**config.mk**
```make
export PLATFORM = sky130hd
export DESIGN_NAME = alarm_set_controller
export DESIGN_NICKNAME = d
export VERILOG_FILES = /design/src/rtl/alarm_ctrl_pkg.sv /design/src/rtl/alarm_set_controller_tick_timer.sv /design/src/rtl/alarm_set_controller.sv
export SDC_FILE = /design/constraint.sdc
export NUM_CORES = 1
export LEC_CHECK = 0
export CAP_MARGIN = 30
export CELL_PAD_IN_SITES_DETAIL_PLACEMENT = 1
export CELL_PAD_IN_SITES_GLOBAL_PLACEMENT = 1
export CORE_MARGIN = 4
export CORE_UTILIZATION = 45
export CTS_CLUSTER_SIZE = 16
export DETAILED_ROUTE_END_ITERATION = 6
export DONT_BUFFER_PORTS = 1
export GPL_TIMING_DRIVEN = 0
export PLACE_DENSITY = 0.87
export SLEW_MARGIN = 20
export SYNTH_ARGS = -nofsm -noshare
export SYNTH_HDL_FRONTEND = slang
export SYNTH_SLANG_ARGS = --single-unit
```
**constraint.sdc**
```tcl
create_clock -name clk -period 2.3 [get_ports clk]
set_input_delay 0.46 -clock clk [delete_from_list [all_inputs] [get_ports clk]]
set_output_delay 0.46 -clock clk [all_outputs]
set_load 0.03 [all_outputs]
```
**src/rtl/alarm_ctrl_pkg.sv**
```systemverilog
// Shared types and constants for the alarm-set controller.
// The optional snooze feature is enabled by defining ALARM_SNOOZE_EN.
package alarm_ctrl_pkg;

    typedef enum logic [1:0] {
        IDLE   = 2'd0,
        SET    = 2'd1,
        RING   = 2'd2,
        SNOOZE = 2'd3
    } state_t;

    // BCD time packing: {h_tens, h_units, m_tens, m_units}
    localparam int H_TENS_W  = 3;
    localparam int H_UNITS_W = 4;
    localparam int M_TENS_W  = 3;
    localparam int M_UNITS_W = 4;
    localparam int TIME_W    = H_TENS_W + H_UNITS_W + M_TENS_W + M_UNITS_W;

    localparam logic FIELD_HOURS = 1'b1;
    localparam logic FIELD_MINS  = 1'b0;

endpackage

```
**src/rtl/alarm_set_controller_tick_timer.sv**
```systemverilog
// Loadable down-counter paced by tick_1hz; shared by the ring and snooze periods.
// done pulses on the tick that takes the count from 1 to 0.
module tick_timer #(
    parameter int W = 8
) (
    input  logic         clk,
    input  logic         reset,
    input  logic         load,
    input  logic [W-1:0] load_val,
    input  logic         tick_1hz,
    output logic         done
);

    logic [W-1:0] count_reg;
    logic [W-1:0] count_next;

    always_comb begin
        count_next = count_reg;
        if (load) begin
            count_next = load_val;
        end else if (tick_1hz && (count_reg != '0)) begin
            count_next = count_reg - 1'b1;
        end
    end

    always_ff @(posedge clk) begin
        if (!reset) begin
            count_reg <= '0;
        end else begin
            count_reg <= count_next;
        end
    end

    // Independent of load so the FSM can reload on expiry without a comb loop
    assign done = tick_1hz && (count_reg == W'(1));

endmodule

```
**src/rtl/alarm_set_controller.sv**
```systemverilog
// Alarm mode/sequencing controller: button pulses to counter strobes, alarm match and ring timing.
// Define ALARM_SNOOZE_EN to add the btn_snooze input and the SNOOZE state.
module alarm_set_controller
    import alarm_ctrl_pkg::*;
#(
    parameter int RING_TICKS   = 60,
    parameter int SNOOZE_TICKS = 300
) (
    input  logic              clk,
    input  logic              reset,
    input  logic              tick_1hz,
    input  logic              btn_mode,
    input  logic              btn_left,
    input  logic              btn_right,
    input  logic              btn_up,
    input  logic              btn_down,
    input  logic              btn_stop,
`ifdef ALARM_SNOOZE_EN
    input  logic              btn_snooze,
`endif
    input  logic              armed,
    input  logic [TIME_W-1:0] cur_time,
    input  logic              cur_secs_zero,
    input  logic [TIME_W-1:0] alm_time,
    output logic              en_hours,
    output logic              en_mins,
    output logic              updown,
    output logic              set_mode,
    output logic              sel_hours,
    output logic              alarm_on
);

`ifdef ALARM_SNOOZE_EN
    localparam int TIMER_MAX = (SNOOZE_TICKS > RING_TICKS) ? SNOOZE_TICKS : RING_TICKS;
`else
    localparam int TIMER_MAX = RING_TICKS;
`endif
    localparam int TIMER_W = $clog2(TIMER_MAX + 1);

    state_t               state_reg;
    state_t               state_next;
    logic                 sel_hours_reg;
    logic                 en_hours_reg;
    logic                 en_mins_reg;
    logic                 updown_reg;
    logic                 alarm_on_reg;
    logic                 match_q_reg;
    logic                 timer_load;
    logic [TIMER_W-1:0]   timer_val;
    logic                 timer_done;
    logic                 match;
    logic                 trigger;
    logic                 quit;

    // Registering the match makes the trigger fire once per matching minute
    assign match   = cur_secs_zero && (cur_time == alm_time);
    assign trigger = armed && match && !match_q_reg;
    assign quit    = btn_stop || btn_mode || !armed;

    tick_timer #(
        .W (TIMER_W)
    ) u_timer (
        .clk      (clk),
        .reset    (reset),
        .load     (timer_load),
        .load_val (timer_val),
        .tick_1hz (tick_1hz),
        .done     (timer_done)
    );

    always_ff @(posedge clk) begin
        if (!reset) begin
            state_reg <= IDLE;
        end else begin
            state_reg <= state_next;
        end
    end

    always_comb begin
        state_next = state_reg;
        timer_load = 1'b0;
        timer_val  = TIMER_W'(RING_TICKS);
        case (state_reg)
            IDLE: begin
                if (btn_mode) begin
                    state_next = SET;
                end else if (trigger) begin
                    state_next = RING;
                    timer_load = 1'b1;
                end
            end
            SET: begin
                if (btn_mode) begin
                    state_next = IDLE;
                end
            end
            RING: begin
                if (quit) begin
                    state_next = IDLE;
`ifdef ALARM_SNOOZE_EN
                end else if (btn_snooze) begin
                    state_next = SNOOZE;
                    timer_load = 1'b1;
                    timer_val  = TIMER_W'(SNOOZE_TICKS);
`endif
                end else if (timer_done) begin
                    state_next = IDLE;
                end
            end
`ifdef ALARM_SNOOZE_EN
            SNOOZE: begin
                if (quit) begin
                    state_next = IDLE;
                end else if (timer_done) begin
                    state_next = RING;
                    timer_load = 1'b1;
                end
            end
`endif
            default: state_next = IDLE;
        endcase
    end

    always_comb begin
        set_mode = (state_reg == SET);
    end

    // Field edits are dropped in the cycle that leaves SET
    always_ff @(posedge clk) begin
        if (!reset) begin
            sel_hours_reg <= FIELD_HOURS;
            en_hours_reg  <= 1'b0;
            en_mins_reg   <= 1'b0;
            updown_reg    <= 1'b1;
            alarm_on_reg  <= 1'b0;
            match_q_reg   <= 1'b0;
        end else begin
            match_q_reg  <= match;
            alarm_on_reg <= (state_next == RING);
            en_hours_reg <= 1'b0;
            en_mins_reg  <= 1'b0;
            if ((state_reg == SET) && !btn_mode) begin
                if (btn_left && !btn_right) begin
                    sel_hours_reg <= FIELD_HOURS;
                end else if (btn_right && !btn_left) begin
                    sel_hours_reg <= FIELD_MINS;
                end
                if (btn_up ^ btn_down) begin
                    en_hours_reg <= (sel_hours_reg == FIELD_HOURS);
                    en_mins_reg  <= (sel_hours_reg == FIELD_MINS);
                    updown_reg   <= btn_up;
                end
            end
        end
    end

    assign en_hours  = en_hours_reg;
    assign en_mins   = en_mins_reg;
    assign updown    = updown_reg;
    assign sel_hours = sel_hours_reg;
    assign alarm_on  = alarm_on_reg;

endmodule
```
==> results.ini <==
[run_status]
status=finished, final reports clean

[detailed_routing]
wl_um=1980
wl_per_cell_um=15.6
drt-initial-drc-count=7
num_vias=760
ant_nets=0
wl_met2_um=1080
vias_per_cell=5.98
drc_errors=0
drtPass1Iterations=4
wl_met3_um=108
wl_met1_um=748
highest_layer=met4

[global_routing]
grt_max_degree=9
grt_pass1_wl_um=3420
first_global_vias=858
antenna_found_initial=0
grt.total_usage_pct=16.7
grt-ovfl-total=0

[sta]
grt_setup_unrepaired=false
skew_ps=3.56
worstMarginPinSlew_ps=624
hold_viol=0
setup_viol=0
timing.max_slew.rel_slack_pct=58.3
timing.fmax_mhz=605
maxSlewViolCount=0
worst_slack_ps=646
fin_setup_tns_ps=0
period_minus_slack_ps=1650
fin_crit_sh_pct=71.9

[setup_path]
crit_chain=nor2b_1
r2r-start=u_timer.count_reg[0]$_SDFFE_PP0P_
r2r_cells=4
critPathMaxStageDelay_ps=530
critPathKind=flip-flop to primary output
critical-path-top-delay-family=simple AND/OR/NAND/NOR gates
cp-end-kind=primary output
crit_slowest_cell=nor2b_1
reg2reg_slack_ps=740
start_kind=flip-flop
cp_data_required_time_ps=1840
path_buf_inv=0
reg2reg_to=u_timer.count_reg[5]$_SDFFE_PN0P_
cp_max_fo=5
arrival_ps=1190
path_depth=1

[clock_tree]
cts-resized-gates=0
htreeDepth=1
cts_max_path_buffers=2
hold_buffers=0
cts.reportedPaths.clkPinSlew_ps=80
cts_buffers=3
root_buffer=clkbuf_4
cts_tree=done
cts.sinks=14
insertion_delay_ps=270
post_cts_buffers=0

[logic_synthesis]
syn_area_per_cell_um2=8.71
synthFlopType=dfxtp_1
synthTopCellsByCount=16 x xnor2_1, 14 x dfxtp_1, 9 x inv_1
ys_top_cells_by_area=dfxtp_1 33%, xnor2_1 16%, nand4_1 5.9%
synth_top_area_cell=dfxtp_1
yosysTopAreaCellShare_pct=32.8
netlist_area_um2=853
synth_edf_count=0
yosysSeqAreaShare_pct=32.8
syn_inst=98
syn_nets=140
synth_cell_types=29
synth_seq_cells=14
async_reset_ff_share_pct=0
synth.most_common_cell=xnor2_1
yosysWarnings=0

[pwr]
sw_frac_of_total_pct=33.8
clockPowerShare_pct=20.7
p_switching_uw=276
total_leakage_power_nw=0.348
p_total_uw=817
power_density_nw_per_um2=887
power.internal_uw=541
peakVddDrop_mv=0.462
combPwrFrac_pct=39.1
pwr-share-seq_pct=40.1

[flow_run]
maxCapViolCount=0

[worst_hold_path]
worstHoldEndpoint=updown$_SDFFE_PN1P_
min_path_type=input port to flip-flop
worstHoldStart=reset
whs_path_depth=1

[finish]
n_antenna_cell=0
largest_reg_flops=6
nets=145
drive_gt1_share_pct=6.86
syn2layout_area_growth_pct=7.92

[placed_design]
gp_congestion=0.684
dp_hpwl_um=1630
io_buffer_count=0
place_ws_ps=502

[floorplanning]
fp-row-count=15
die-area_um2=2660
io_pins=45
die_y_um=51.5
initial_core_util_pct=48.4
core_um2=1760
die_w_um=51.5

[cell type report]
cell class / count / area (um^2)
Clock buffer: 4 / 36.3
Tap cell: 25 / 31.3
Fill cell: 240 / 843
Multi-Input combinational cell: 74 / 534
Inverter: 9 / 33.8
Buffer: 1 / 5.00
Sequential cell: 14 / 280
[power groups by stage]
stage               clock network [mW]  registers (mW)  logic (mW)
floorplan                            0           0.324       0.270
global placement                     0           0.331       0.301
detailed placement                   0           0.334       0.323
CTS                              0.176           0.328       0.325
global route                     0.188           0.338       0.371
finish                           0.170           0.328       0.320
[cell usage in the layout (no fill, tap or decap), types with 2 or more instances in the layout]
cell,count
dfxtp_1,14
mux2i_1,3
nand4_1,8
a21oi_1,5
nand3_1,2
nand2_1,2
nor4_1,2
ha_1,3
o211a_1,2
nor3b_1,3
nor2_1,6
nand2b_1,2
inv_1,9
o21ai_0,4
clkbuf_4,3
or4_1,2
o22ai_1,3
xnor2_1,16
[metal layers]
metal / up-vias / track usage, %
met4: 0 / 6.99
met1: 367 / 16.9
met5: - / 0
met2: 27 / 32.4
li1: 360 / -
met3: 6 / 3.72
[how the worst max path moves through the flow]
stage,start,endpoint
after detailed placement,alm_time[8],u_timer.count_reg[0]$_SDFFE_PP0P_
after floorplan,alm_time[7],u_timer.count_reg[0]$_SDFFE_PP0P_
after CTS,state_reg[0]$_SDFF_PN0_,set_mode
after global routing,state_reg[0]$_SDFF_PN0_,sel_hours$_SDFFE_PN1P_
final,state_reg[0]$_SDFF_PN0_,set_mode
after global placement,alm_time[7],u_timer.count_reg[0]$_SDFFE_PP0P_
[logic make-up (layout without fill, tap and decap cells)]
kind of cell,Yosys count,in the layout,share of synthesized area (%)
compound gates,18,18,13.9
xor+xnor,17,17,17.4
fa+ha+maj,3,3,4.40
buf+inv,10,14,4.54
flops,14,14,32.8
mux,3,3,3.52
simple gates,33,33,23.3
[metrics by stage]
stage | util [%] | std cells | area (um^2) | hold slack, ps
floorplan | - | 98 | 853 | 471
global placement | 50.1 | 123 | 885 | 504
detailed placement | 50.1 | 123 | 885 | 543
CTS | 52.2 | 127 | 921 | 261
global route | 52.2 | 127 | 921 | 290
finish | 52.2 | 127 | 921 | 272
Power figures use the tool's default switching activity.
